`src/rtl/cacheline_adapter_if.sv`:
```
// cacheline_adapter_if: arbiter-side line port and memory-side burst port of the cacheline adapter.
interface cacheline_adapter_if #(parameter int CACHELINE_SIZE = 256, parameter int BURST_WIDTH = 64);
   logic                      adapter_read;
   logic                      adapter_write;
   logic [31:0]               adapter_address;
   logic [CACHELINE_SIZE-1:0] adapter_wdata;
   logic                      adapter_resp;
   logic [CACHELINE_SIZE-1:0] adapter_rdata;
   logic                      pmem_read;
   logic                      pmem_write;
   logic [31:0]               pmem_address;
   logic [BURST_WIDTH-1:0]    pmem_wdata;
   logic [BURST_WIDTH-1:0]    pmem_rdata;
   logic                      pmem_resp;
   modport master (
      input  adapter_read, adapter_write, adapter_address, adapter_wdata, pmem_rdata, pmem_resp,
      output adapter_resp, adapter_rdata, pmem_read, pmem_write, pmem_address, pmem_wdata
   );
   modport slave (
      output adapter_read, adapter_write, adapter_address, adapter_wdata, pmem_rdata, pmem_resp,
      input  adapter_resp, adapter_rdata, pmem_read, pmem_write, pmem_address, pmem_wdata
   );
endinterface

```
`src/rtl/cacheline_adapter.sv`:
```
// cacheline_adapter: turns whole-line arbiter reads/writes into fixed-length beat bursts on physical memory.
module cacheline_adapter #(parameter int CACHELINE_SIZE = 256, parameter int BURST_WIDTH = 64) (
   input logic                clk,
   input logic                rst,
   cacheline_adapter_if.master bus
);
   localparam int BEATS = CACHELINE_SIZE / BURST_WIDTH;
   localparam int CW = $clog2(BEATS);
   typedef enum logic [1:0] {IDLE, READ, WRITE, DONE} state_t;
   state_t                    r_state, w_next;
   logic [CW-1:0]             r_cnt;
   logic [31:0]               r_addr, w_aligned;
   logic [CACHELINE_SIZE-1:0] r_buf;
   logic                      w_last;
   assign w_aligned = bus.adapter_address & ~32'(CACHELINE_SIZE / 8 - 1);
   assign w_last = r_cnt == CW'(BEATS - 1);
   always_ff @(posedge clk) begin
      if (rst) begin
         r_state <= IDLE;
         r_cnt   <= '0;
         r_addr  <= '0;
         r_buf   <= '0;
      end else begin
         r_state <= w_next;
         case (r_state)
            IDLE: begin
               if (bus.adapter_write) begin
                  r_buf  <= bus.adapter_wdata;
                  r_addr <= w_aligned;
                  r_cnt  <= '0;
               end else if (bus.adapter_read) begin
                  r_addr <= w_aligned;
                  r_cnt  <= '0;
               end
            end
            READ: begin
               if (bus.pmem_resp) begin
                  r_buf[r_cnt*BURST_WIDTH +: BURST_WIDTH] <= bus.pmem_rdata;
                  r_cnt <= r_cnt + 1'b1;
               end
            end
            WRITE: begin
               if (bus.pmem_resp) r_cnt <= r_cnt + 1'b1;
            end
            default: ;
         endcase
      end
   end
   always_comb begin
      w_next = r_state;
      case (r_state)
         IDLE:        w_next = bus.adapter_write ? WRITE : bus.adapter_read ? READ : IDLE;
         READ, WRITE: w_next = (bus.pmem_resp && w_last) ? DONE : r_state;
         default:     w_next = IDLE;
      endcase
   end
   // Memory-side outputs depend only on state and registers, never on adapter inputs.
   assign bus.pmem_read     = r_state == READ;
   assign bus.pmem_write    = r_state == WRITE;
   assign bus.pmem_address  = (r_state == READ || r_state == WRITE) ? r_addr : 32'h0;
   assign bus.pmem_wdata    = r_buf[r_cnt*BURST_WIDTH +: BURST_WIDTH];
   assign bus.adapter_resp  = r_state == DONE;
   assign bus.adapter_rdata = r_buf;
endmodule
```
`src/flat_wrapper.sv`:
```
// flat-port wrapper written by rule: the top's interface ports become plain ports
module cacheline_adapter_flat 
#(parameter int CACHELINE_SIZE = 256, parameter int BURST_WIDTH = 64)
  (clk, rst, bus_adapter_read, bus_adapter_write, bus_adapter_address, bus_adapter_wdata, bus_pmem_rdata, bus_pmem_resp, bus_adapter_resp, bus_adapter_rdata, bus_pmem_read, bus_pmem_write, bus_pmem_address, bus_pmem_wdata);
  cacheline_adapter_if #(.CACHELINE_SIZE(CACHELINE_SIZE), .BURST_WIDTH(BURST_WIDTH)) bus_i ();
  input logic clk;
  input logic rst;
  input wire logic [$bits(bus_i.adapter_read)-1:0] bus_adapter_read;
  input wire logic [$bits(bus_i.adapter_write)-1:0] bus_adapter_write;
  input wire logic [$bits(bus_i.adapter_address)-1:0] bus_adapter_address;
  input wire logic [$bits(bus_i.adapter_wdata)-1:0] bus_adapter_wdata;
  input wire logic [$bits(bus_i.pmem_rdata)-1:0] bus_pmem_rdata;
  input wire logic [$bits(bus_i.pmem_resp)-1:0] bus_pmem_resp;
  output wire logic [$bits(bus_i.adapter_resp)-1:0] bus_adapter_resp;
  output wire logic [$bits(bus_i.adapter_rdata)-1:0] bus_adapter_rdata;
  output wire logic [$bits(bus_i.pmem_read)-1:0] bus_pmem_read;
  output wire logic [$bits(bus_i.pmem_write)-1:0] bus_pmem_write;
  output wire logic [$bits(bus_i.pmem_address)-1:0] bus_pmem_address;
  output wire logic [$bits(bus_i.pmem_wdata)-1:0] bus_pmem_wdata;
  assign bus_i.adapter_read = bus_adapter_read;
  assign bus_i.adapter_write = bus_adapter_write;
  assign bus_i.adapter_address = bus_adapter_address;
  assign bus_i.adapter_wdata = bus_adapter_wdata;
  assign bus_i.pmem_rdata = bus_pmem_rdata;
  assign bus_i.pmem_resp = bus_pmem_resp;
  assign bus_adapter_resp = bus_i.adapter_resp;
  assign bus_adapter_rdata = bus_i.adapter_rdata;
  assign bus_pmem_read = bus_i.pmem_read;
  assign bus_pmem_write = bus_i.pmem_write;
  assign bus_pmem_address = bus_i.pmem_address;
  assign bus_pmem_wdata = bus_i.pmem_wdata;
  cacheline_adapter #(.CACHELINE_SIZE(CACHELINE_SIZE), .BURST_WIDTH(BURST_WIDTH)) u_core (.clk(clk), .rst(rst), .bus(bus_i));
endmodule
```
`config.mk`:
```
export PLATFORM = sky130hd
export DESIGN_NAME = cacheline_adapter_flat
export DESIGN_NICKNAME = d
export VERILOG_FILES = /design/src/rtl/cacheline_adapter_if.sv /design/src/rtl/cacheline_adapter.sv /design/src/flat_wrapper.sv
export SDC_FILE = /design/constraint.sdc
export NUM_CORES = 1
export LEC_CHECK = 0
export CORE_AREA = 2 2 273 275
export DETAILED_ROUTE_END_ITERATION = 10
export DIE_AREA = 0 0 275 277
export PLACE_DENSITY = 0.55
export SYNTH_ARGS = -nofsm -noshare
export SYNTH_HDL_FRONTEND = slang
export SYNTH_SLANG_ARGS = --single-unit
```
`constraint.sdc`:
```
create_clock -name clk -period 2.39 [get_ports clk]
set_clock_uncertainty 0.1 [all_clocks]
set_input_delay 0.239 -clock clk [delete_from_list [all_inputs] [get_ports clk]]
set_output_delay 0.239 -clock clk [all_outputs]
set_load 0.1 [all_outputs]
```
## Word level (Yosys, flattened, before mapping)

Index checks and enable logic that the tools add are counted.

- Flip-flop bits (word level): 292
- Bits of input ports: 357
- Output and inout port bits: 355
- Logic and storage cells: 43

- Add/subtract/negate cells: 2
- Equal/unequal tests: 9
- Shift operators: 3
- Multiplexer cells: 15
- Reduce and logical (&&, ||, !) cells: 10

Operators with widths:

| operator | count |
|---|---|
| 2-to-1 mux 256 bit | 2 |
| one-hot mux 256 bit (2 select lines) | 1 |
| bitwise mux 256 bit | 1 |
| variable shift 64 x 34 -> 256 bit (first input constant) | 1 |
| indexed part select 256 x 9 -> 64 bit | 1 |
| indexed part select 64 x 34 -> 256 bit | 1 |
| 2-to-1 mux 32 bit | 3 |
| negator 8 -> 34 bit | 1 |
| 2-to-1 mux 2 bit | 5 |
| one-hot mux 2 bit (2 select lines) | 2 |
| equality test 2 bit (second input constant) | 3 |
| AND reduction 3 bit | 2 |
| nonzero test 2 bit | 3 |
| inequality test 2 x 1 -> 1 bit (second input constant) | 2 |
| inequality test 2 bit (second input constant) | 2 |
| inequality test 3 bit (second input constant) | 1 |
| adder 2 x 1 -> 2 bit (second input constant) | 1 |
| equality test 2 x 1 -> 1 bit (second input constant) | 1 |
| logical NOT 2 bit | 1 |
| AND reduction 2 bit | 1 |
| OR reduction 2 bit | 1 |
| logical AND 1 bit | 1 |
| logical OR 1 bit | 1 |
| 2-to-1 mux 1 bit | 1 |

## Logic depth before layout (Yosys ltp)

Gate-level depths: netlist of run 1.

- Depth after elaboration: 5
- Mapped depth: 10
- Mapped depth without buffers: 5

## Worst setup path before layout of run 1

No wires, ideal clock.

- Path type: reg2reg
- From: register u_core.r_cnt[0]
- To: register u_core.r_buf[10] (netlist: u_core.bus.adapter_rdata[10])
- Library setup time: 0.089 ns
- Data arrival time: 2.326 ns
- Required time: 2.201 ns
- Slack: -0.125 ns
- Cell stages (with the launch flop): 11
- Buffers on the path: 5
- Clock period less this slack: 2.515 ns
- Path through: dfxtp_1 buf_2 buf_2 buf_4 inv_1 ha_1 and4bb_2 buf_4 buf_2 nand3_1 a311oi_2

- Word-level cells in the longest chain between the ends: 5
- Elaborated cells on any way between the ends: 6
- Classes of those cells: add/sub: 1; shift: 2; mux: 3

RTL lines:

| item | line | text |
|---|---|---|
| start, declared | cacheline_adapter.sv:11 | `logic [CW-1:0] r_cnt;` |
| start signal, assigned | cacheline_adapter.sv:39 | `r_cnt <= r_cnt + 1'b1;` |
| start signal, assigned | cacheline_adapter.sv:43 | `if (bus.pmem_resp) r_cnt <= r_cnt + 1'b1;` |
| negator 8 -> 34 bit (*) | cacheline_adapter.sv:38 | `r_buf[r_cnt*BURST_WIDTH +: BURST_WIDTH] <= bus.pmem_rdata;` |
| indexed part select 64 x 34 -> 256 bit / variable shift 64 x 34 -> 256 bit (equally long branches) | cacheline_adapter.sv:38 |  |
| bitwise mux 256 bit (*) | cacheline_adapter.sv:38 |  |
| 2-to-1 mux 256 bit (*) | cacheline_adapter.sv:37 | `if (bus.pmem_resp) begin` |
| one-hot mux 256 bit (2 select lines) (*) | cacheline_adapter.sv:25 | `case (r_state)` |
| end signal, assigned | cacheline_adapter.sv:28 | `r_buf <= bus.adapter_wdata;` |
| end signal, assigned by index | cacheline_adapter.sv:38 |  |
| end, declared | cacheline_adapter.sv:13 | `logic [CACHELINE_SIZE-1:0] r_buf;` |

Every way passes the cells marked *; elsewhere a longest branch is shown, timed or not. The select of a mux whose other input is x is not followed.
A chain may end at the register's enable or synchronous reset.

## Worst setup path in the final report of run 1

- From: register u_core.r_cnt[0]
- To: output bus_pmem_wdata[62]

- Word-level cells in the longest chain between the ends: 1

RTL lines:

| item | line | text |
|---|---|---|
| indexed part select 256 x 9 -> 64 bit | cacheline_adapter.sv:61 | `assign bus.pmem_wdata = r_buf[r_cnt*BURST_WIDTH +: BURST_WIDTH];` |
| end, declared | flat_wrapper.sv:19 | `output wire logic [$bits(bus_i.pmem_wdata)-1:0] bus_pmem_wdata;` |

Every way passes these cells.

==> metrics.cfg, run 1 <==
[synth]
synthMuxAreaShare_pct=8.73
synthesis.area_um2=16700
synth.avg_cell_area_um2=9.43
synth-seq-area-share_pct=34.4
synthArstFlopShare_pct=0
ys_ff_latch=287
synth-xor-area-share_pct=0
yosys.area_share.simple_pct=16.9
synth_compound_area_share_pct=31.6
synth_top_family_by_area=compound AO/OA/AOI/OAI gates
synth-edff-count=0
synth_cell_types=34
syn-instance-count=1770
yosys_warnings=0
synthFlopType=dfxtp_1
synthAdderAreaFrac_pct=0.750

[global_routing]
grt_pass1_wl_um=129000
overflow=0
grt_max_degree=89
grt_use_met1_pct=27.9
antenna_found_initial=11
use_met3_pct=5.67
grt_usage_pct=22.7
grt_pass1_vias=18671
grt_busiest_layer=met2
grtUsageMet2_pct=37.3

[clocking]
cts_hold_buf=0
clkSlewWorstSetupHoldPaths_ns=0.06
cts.sinks=287
cts_htree_levels=2
clock_latency_ns=0.55
cts_root_buf=clkbuf_16
tritoncts=built
cts_buffers=38
cts_buffer_depth=3

[sta]
setup_tns_ns=-0.128
slew-limit-headroom_pct=59.3
max_freq_mhz=415
maxSlewViolCount=0
min_period_ns=2.41
post-route-period-util_pct=101
finalSetupViolCount=17
rsz0062_at_grt=yes
timing.hold.ws_ns=0.0891
fin_ws_ns=-0.0189
hold_viol=0
tightest_slew_ns=0.610

[setup_path]
r2r_start=u_core.r_cnt[0]
required_ns=2.05
end_kind=output port
worstPathMaxFanout=8
crit_arrival_ns=2.07
rr_worst_depth=9
path_class=flip-flop to output port
slowest_stage=mux4_2
r2r_slack_ns=0.04
start_kind=flip-flop
crit_chain=buf_4 -> clkbuf_16 -> mux4_2 -> buf_12
max_stage_delay_ns=0.57
reg2reg_to=u_core.bus.adapter_rdata[123]

[worst_hold_path]
worstHoldStart=rst
whs_path_depth=2
min_path_type=input port to flip-flop
min_to=u_core.bus.adapter_rdata[14]

[place]
gp_congestion=0.913
hpwlAfterDp_um=62500
dp.cells=3292
port_buffers=701

[detailed_routing]
vias=18519
post-route-drc-count=0
first_pass_iters=5
totalWireLength_um=93700
ant_nets=0
drt-vias-per-instance=5.46
avgRoutedWirePerCell_um=27.6
first_iter_violations=1553

[floorplanning]
rows=100
start_util_pct=22.7
die_area_um2=76200
die_y_um=277
die_w_um=275
fp.coreArea_um2=73600
io_pins=712

[finish]
area_growth_pct=62.2
final_cell_mix=350 x clkdlybuf4s50_1, 312 x nand2_1, 304 x buf_4
stdcell_count=3394
nNetsFinal=2755
layout_commonest_cell=clkdlybuf4s50_1
layout-drive-gt1-share_pct=35.4

[run]
drv_cap=0

[outcome]
outcome=finished with violations
violations=negative setup slack

==> synth_stat cells (2+ instances only) <==
library cell	number	share of area, %
ha_1	10	0.75
nand3_1	191	5.7
nor2b_1	3	0.11
and2_1	31	1.2
buf_6	29	2.0
buf_2	77	2.3
or4_1	2	0.090
dfxtp_1	287	34
mux4_2	64	8.6
inv_1	6	0.13
buf_4	12	0.54
nand4_1	64	2.4
a21oi_1	288	8.6
and3b_1	2	0.10
o31ai_1	2	0.090
clkbuf_1	104	2.3
a311oi_1	16	0.84
buf_1	14	0.31
a21bo_2	4	0.24
nand2_1	312	7.0
a311oi_2	239	22
==> how the worst max path moves through the flow <==
stage,slack (ns),endpoint,startpoint,cells past startpoint
finish,-0.02,bus_pmem_wdata[62],u_core.r_cnt[0],4
global route,-0.09,bus_pmem_wdata[61],u_core.r_cnt[0],4
CTS,-0.09,bus_pmem_wdata[61],u_core.r_cnt[0],4
detailed placement,0.11,u_core.bus.adapter_rdata[78],u_core.r_state[1],6
global placement,0.16,u_core.bus.adapter_rdata[109],u_core.r_state[1],6
floorplan,0.005,u_core.bus.adapter_rdata[10],u_core.r_cnt[0],10
==> cell type report <==
| class | count | area [um2] |
|---|---|---|
| antenna | 9 | 22.5 |
| clock buffer | 51 | 1090 |
| clock inverter | 17 | 220 |
| fill | 7329 | 46500 |
| inverter | 6 | 30.0 |
| multi-input combinational | 1245 | 9830 |
| sequential | 287 | 5760 |
| tap | 969 | 1210 |
| timing repair buffer | 810 | 8910 |
==> flip-flops by register name (all words and copies together) (netlist names) <==
register                  flops
u_core.bus.adapter_rdata    256
u_core.r_state                2
u_core.r_cnt                  2
u_core.r_addr                27
==> repair_timing <==
item | 4_1_cts | 5_1_grt
resized for setup | 16 | 10
endpoints found under the hold margin | 0 | 0
gates cloned | 3 | 9
setup buffers | 5 | 10
setup endpoints to repair | 81 | 159
pin swaps | 0 | 1
==> worst max-delay path: cells and delay by family (launching register included) <==
kind	cells	cell delay (ns)
multiplexers	1	0.57
buffers and inverters	3	0.57
flip-flops	1	0.36
==> through the flow <==
stage	util (%)	setup slack (ns)	instance area (um2)
final	36.8	-0.0189	27100
after floorplan	-	0.00548	16700
after CTS	36.4	-0.0883	26800
after global placement	34.3	0.158	25300
after global routing	36.8	-0.0871	27100
after detailed placement	34.3	0.108	25300
==> cell families after synthesis <==
kind of cell / count (synthesis)
buf+inv: 242
flops: 287
other cells: 1
compound gates: 555
mux: 65
simple gates: 610
fa+ha+maj: 10
==> layer usage <==
layer	vias to the layer above	wire, um
met1	9227	36600
met3	182	8570
met2	1115	44800
li1	7991	-
met4	4	3710
met5	-	26
Power of run 1 is left out: the tool's default activity adds up to more than one toggle a clock period on the data nets, which glitch-free logic cannot reach.
==> run 2, diff against run 1 <==
--- a/config.mk
+++ b/config.mk
@@ -7,4 +7,5 @@
 export LEC_CHECK = 0
 export CORE_AREA = 2 2 273 275
+export CTS_CLUSTER_SIZE = 12
 export DETAILED_ROUTE_END_ITERATION = 10
 export DIE_AREA = 0 0 275 277
--- a/constraint.sdc
+++ b/constraint.sdc
@@ -3,3 +3,3 @@
 set_input_delay 0.239 -clock clk [delete_from_list [all_inputs] [get_ports clk]]
 set_output_delay 0.239 -clock clk [all_outputs]
-set_load 0.1 [all_outputs]
+set_load 0.02 [all_outputs]
==> run 2 against run 1 <==
The run still ends with negative setup slack left. Utilization decreased by 0.056 points. Global-route usage rose by 0.52 points. Critical path depth is 1 higher. Final cell count up 1.1%. Largest cell class unchanged. Non-clock buffer count up 34. First-iteration DRC count shrank 0.97%. Count of clock-buffer cells in the layout rose by 8. Sequential share of layout area hardly changed. Sequential cell count did not move. Highest routed layer is now met4. Final area shrank 0.15%. Worst hold slack better by 0.057 ns. Register-to-register slack better by 0.02 ns.
==> metrics.cfg, run 2 (synthesized netlist as in run 1, its figures left out) <==
[setup_path]
reg2reg_to=u_core.bus.adapter_rdata[37]
end_kind=output port
cp-endpoint=bus_pmem_wdata[50]
start_kind=flip-flop
worstSetupStartpoint=u_core.r_cnt[0]
crit_arrival_ns=2.08  ; about the same
r2r_slack_ns=0.06  ; +0.02 ns
worstPathMaxFanout=6  ; -2
required_ns=2.05  ; about the same
path_class=flip-flop to output port
rr_worst_depth=9  ; unchanged
r2r_start=u_core.r_cnt[0]

[floorplanning]
rows=100  ; unchanged
start_util_pct=22.7  ; unchanged
die_area_um2=76200  ; unchanged
die_y_um=277  ; unchanged
io_pins=712  ; unchanged
die_w_um=275  ; unchanged
fp.coreArea_um2=73600  ; unchanged

[detailed_routing]
ant_nets=0  ; unchanged
drt-vias-per-instance=5.45  ; -0.21%
avgRoutedWirePerCell_um=27.7  ; +0.33%
totalWireLength_um=95000  ; +1.4%
post-route-drc-count=0  ; unchanged
vias=18682  ; +0.88%
first_iter_violations=1538  ; -0.97%
first_pass_iters=5  ; unchanged

[power]
p_comb_share_pct=59.2
p_clk_share_pct=16.7
ir_drop_mv=0.697
p_leak_uw=0.00941
switchingPower_uw=16800
p_per_area_nw_per_um2=1370
p_int_uw=20300
swShare_pct=45.3
p_seq_share_pct=24.1

[sta]
finalSetupViolCount=6  ; -11
post-route-period-util_pct=101  ; +0.43 points
tightest_slew_ns=0.607  ; -0.00309 ns
max_freq_mhz=413  ; -0.43%
min_period_ns=2.42  ; +0.0103 ns
fin_ws_ns=-0.0292  ; -0.0103 ns
rsz0062_at_grt=yes
maxSlewViolCount=0  ; unchanged
slew-limit-headroom_pct=59.4  ; +0.079 points
hold_viol=0  ; unchanged
timing.hold.ws_ns=0.146  ; +0.0572 ns
setup_tns_ns=-0.0967  ; +0.0312 ns

[worst_hold_path]
min_path_type=input port to flip-flop

[finish]
multiInputGateArea_um2=9850  ; +0.14%
final_cell_mix=608 x clkdlybuf4s50_1, 312 x nand2_1, 288 x a21oi_1
layout-drive-gt1-share_pct=25.5  ; -9.8 points
fill_cells=7366  ; +0.50%
stdcell_count=3431  ; +1.1%
nNetsFinal=2789  ; +1.2%
area_growth_pct=62.0
layout_commonest_cell=clkdlybuf4s50_1
largest_register_ffs=256  ; unchanged
regArea_um2=5760  ; unchanged

[clocking]
cts_buffers=38  ; unchanged
clock_latency_ns=0.54  ; about the same
cts_buffer_depth=3  ; unchanged
tritoncts=built
cts_htree_levels=2  ; unchanged
clkSlewWorstSetupHoldPaths_ns=0.06  ; about the same
cts.sinks=287  ; unchanged
cts_root_buf=clkbuf_16

[global_routing]
antenna_found_initial=10  ; -1
grt_max_degree=81  ; -9.0%
grt_pass1_vias=18934  ; +1.4%
overflow=0  ; unchanged
grt_usage_pct=23.2  ; +0.52 points
grt_pass1_wl_um=133000  ; +2.5%

[place]
gp_congestion=0.904  ; -0.99%
hpwlAfterDp_um=62900  ; +0.65%
port_buffers=701  ; unchanged
dp.cells=3306  ; +0.43%

[run]
drv_cap=0  ; unchanged

[outcome]
outcome=finished with violations
violations=negative setup slack

-- run 2: routing by layer --
metal  vias to the layer above  global-route usage [%]  share of wire, %
met2                      1116                    38.6                48
met5                         -                       0                 0
met4                         0                    8.69               3.2
li1                       8076                       -                 -
met3                       195                    4.95               8.6
met1                      9295                    29.2                40
-- run 2: final cells by class --
class                   instances  area share [%]
clock buffers                  59            4.49
repair buffers                844            32.6
clock inverters                10           0.486
flip-flops and latches        287            21.3
multi-input cells            1245            36.4
inverters                       6           0.125
well taps                     969            4.49
diodes                         11           0.102
-- run 2: through the flow --
step | setup WS (ns) | instance area [um2] | total power [uW] | util (%)
after floorplan | 0.00657 | 16700 | 20000 | -
after global placement | 0.0494 | 25100 | 29800 | 34.1
after detailed placement | -0.0553 | 25100 | 30100 | 34.1
after CTS | -0.171 | 26600 | 36700 | 36.2
after global routing | -0.0842 | 27000 | 38600 | 36.7
final | -0.0292 | 27000 | 37100 | 36.7
-- run 2: worst min path at each step --
| stage | depth (start not counted) | slack, ns | endpoint | start |
|---|---|---|---|---|
| final | 3 | 0.15 | u_core.r_addr[26] | bus_adapter_address[26] |
| after global routing | 3 | 0.13 | u_core.r_addr[14] | bus_adapter_address[14] |
| after CTS | 3 | 0.10 | u_core.r_addr[23] | bus_adapter_address[23] |
| after detailed placement | 2 | 0.34 | u_core.r_addr[23] | u_core.r_addr[23] |
| after global placement | 2 | 0.34 | u_core.r_addr[9] | u_core.r_addr[9] |
| after floorplan | 2 | 0.27 | u_core.r_addr[10] | bus_adapter_address[10] |
-- run 2: worst max-delay path, cell delays in order (launching register included) --
cell and delay (ns):
dfxtp_4 0.39, buf_12 0.16, buf_16 0.16, buf_4 0.13, mux4_2 0.50, buf_2 0.18
-- run 2: timing repair --
action / 4_1_cts / 5_1_grt
hold buffers: 1 / 0
endpoints found under the hold margin: 4 / 0
pin swaps: 0 / 6
buffers inserted: 16 / 18
cloned: 7 / 8
resized for setup: 318 / 97
endpoints found under the setup margin: 97 / 236
-- run 2: power groups by stage --
stage / logic [uW] / clock network [uW] / registers, uW
after floorplan: 9720 / 0 / 10300
after global placement: 20900 / 0 / 8940
after detailed placement: 21100 / 0 / 8990
after CTS: 21500 / 6340 / 8870
after global routing: 23000 / 6520 / 9070
final: 22000 / 6190 / 8930
Note: power is estimated with default switching activity, not from simulation.
==> run 3, diff against run 2 <==
Settings changed: CORE_AREA 2 2 273 275 to 2 2 277 279, CTS_CLUSTER_DIAMETER from default to 60, DIE_AREA 0 0 275 277 to 0 0 279 281, PLACE_DENSITY 0.55 to 0.54.
==> run 3 against run 2 <==
Worst hold slack worse by 0.016 ns. Sequential cell count stayed put. Fmax decreased by 1.0%. Power increased by 0.50%. Wire length is 4.0% lower. Critical path depth unchanged. The run still ends with negative setup slack left. Combinational power about the same.
==> metrics.cfg, run 3 (synthesized netlist as in run 1, its figures left out) <==
[setup_path]
crit_arrival_ns=2.11  ; +0.03 ns
path_class=flip-flop to output port
r2r_slack_ns=0.12  ; +0.06 ns
critical-path-top-delay-family=buffers and inverters
r2r_start=u_core.r_cnt[0]
start_kind=flip-flop
reg2reg_to=u_core.bus.adapter_rdata[39]
required_ns=2.05  ; about the same
max_stage_delay_ns=0.50  ; about the same
rr_worst_depth=7  ; -2
end_kind=output port
crit_chain=buf_12 -> buf_16 -> buf_4 -> mux4_2 -> buf_6
worstPathMaxFanout=7  ; +1
slowest_stage=mux4_2
critPathBufInv=4  ; unchanged
worstSetupStartpoint=u_core.r_cnt[0]

[clocking]
cts_buffer_depth=3  ; unchanged
clock_latency_ns=0.55  ; about the same
cts_root_buf=clkbuf_16
clkSlewWorstSetupHoldPaths_ns=0.06  ; about the same
cts_buffers=38  ; unchanged
cts_htree_levels=2  ; unchanged
tritoncts=built
cts.sinks=287  ; unchanged

[power]
p_leak_uw=0.00933  ; -0.94%
p_per_area_nw_per_um2=1380  ; +0.85%
ir_drop_mv=0.635  ; -8.9%

[floorplanning]
start_util_pct=22.1  ; -0.56 points
rows=101  ; +1.0%
io_pins=712  ; unchanged
fp.coreArea_um2=75400  ; +2.5%
die_w_um=279  ; +1.5%
die_y_um=281  ; +1.4%
die_area_um2=78400  ; +2.9%

[sta]
maxSlewViolCount=0  ; unchanged
rsz0062_at_grt=yes
tightest_slew_ns=0.650  ; +0.0426 ns
finalSetupViolCount=18  ; +12
hold_viol=0  ; unchanged
slew-limit-headroom_pct=56.5  ; -2.9 points
timing.hold.ws_ns=0.130  ; -0.0165 ns
max_freq_mhz=409  ; -1.0%
min_period_ns=2.44  ; +0.0251 ns
fin_ws_ns=-0.0543  ; -0.0251 ns
post-route-period-util_pct=102  ; +1.0 points

[place]
dp.cells=3320  ; +0.42%
place_area_um2=25200  ; +0.53%
hpwlAfterDp_um=63500  ; +0.97%
gp_congestion=0.903  ; about the same
port_buffers=701  ; unchanged

[finish]
largest_register_ffs=256  ; unchanged
area_growth_pct=61.4
final_cell_mix=607 x clkdlybuf4s50_1, 312 x nand2_1, 288 x a21oi_1
fill_cells=7448  ; +1.1%
design_area_um2=26900  ; -0.35%
layout_commonest_cell=clkdlybuf4s50_1
layout-drive-gt1-share_pct=25.0  ; -0.50 points
stdcell_count=3418  ; -0.38%
utilization_pct=35.7  ; -1.0 points
nNetsFinal=2772  ; -0.61%

[detailed_routing]
post-route-drc-count=0  ; unchanged
first_pass_iters=5  ; unchanged
first_iter_violations=1487  ; -3.3%
vias=18451  ; -1.2%
drt-vias-per-instance=5.40  ; -0.86%
totalWireLength_um=91200  ; -4.0%
ant_nets=0  ; unchanged
avgRoutedWirePerCell_um=26.7  ; -3.6%

[worst_hold_path]
worstHoldStart=bus_adapter_address[17]
min_to=u_core.r_addr[17]
min_path_type=input port to flip-flop
whs_path_depth=3  ; unchanged

[global_routing]
grt_pass1_wl_um=130000  ; -2.0%
grt_pass1_vias=18843  ; -0.48%
overflow=0  ; unchanged
grt_usage_pct=22.0  ; -1.2 points
grt_max_degree=61  ; -25%
antenna_found_initial=13  ; +3

[run]
drv_cap=0  ; unchanged

[outcome]
outcome=finished with violations
violations=negative setup slack

[run 3: final cells by class]
type / count / area, um2 / share of cell area (%)
multi-input combinational: 1245 / 9810 / 36.4
timing repair buffer: 827 / 8710 / 32.3
sequential: 287 / 5750 / 21.4
tap: 978 / 1220 / 4.54
clock buffer: 51 / 1150 / 4.29
clock inverter: 16 / 240 / 0.892
inverter: 6 / 30.0 / 0.111
antenna: 8 / 20.0 / 0.0743
[run 3: repair_timing]
item,CTS,global route
hold buffers,1,0
gates resized for setup,342,68
pin swaps,0,0
buffers inserted,11,8
endpoints found under the hold margin,7,0
setup endpoints to repair,91,79
gates cloned,3,2
[run 3: worst max path at each step]
stage                                               end  slack, ns  cells past startpoint
after floorplan            u_core.bus.adapter_rdata[10]      0.007                     10
after global placement               bus_pmem_wdata[45]       0.15                      4
after detailed placement  u_core.bus.adapter_rdata[111]       0.12                      6
after CTS                            bus_pmem_wdata[45]      -0.15                      4
after global routing                 bus_pmem_wdata[35]      -0.11                      5
final                                bus_pmem_wdata[28]      -0.05                      5
[run 3: metrics by stage]
step	setup slack, ns	power, uW	TNS [ns]
finish	-0.0543	37300	-0.477
global route	-0.108	38800	-2.18
CTS	-0.145	36700	-1.12
detailed placement	0.124	30200	0
global placement	0.151	29900	0
floorplan	0.00657	20000	0
[run 3: routing by layer]
| layer | vias to the layer above | track usage, % | routed length, um |
|---|---|---|---|
| met5 | - | 0 | 56 |
| met4 | 8 | 9.42 | 3460 |
| met3 | 200 | 4.71 | 7070 |
| met2 | 1034 | 36.9 | 44400 |
| met1 | 9170 | 27.2 | 36300 |
| li1 | 8039 | - | - |
[run 3: worst reg2reg max path, delay by kind of cell (launching register included)]
kind            cells  cell delay [ns]
flops               1             0.42
simple gates        2             0.64
fa+ha+maj           1             0.28
compound gates      1             0.28
buf+inv             3             0.46
[run 3: power by group]
| group | leakage, uW | internal, uW | total [uW] | switching, uW |
|---|---|---|---|---|
| Clock | 0.000690 | 3970 | 6470 | 2510 |
| Combinational | 0.00626 | 9760 | 21900 | 12100 |
| Sequential | 0.00238 | 6760 | 8920 | 2160 |
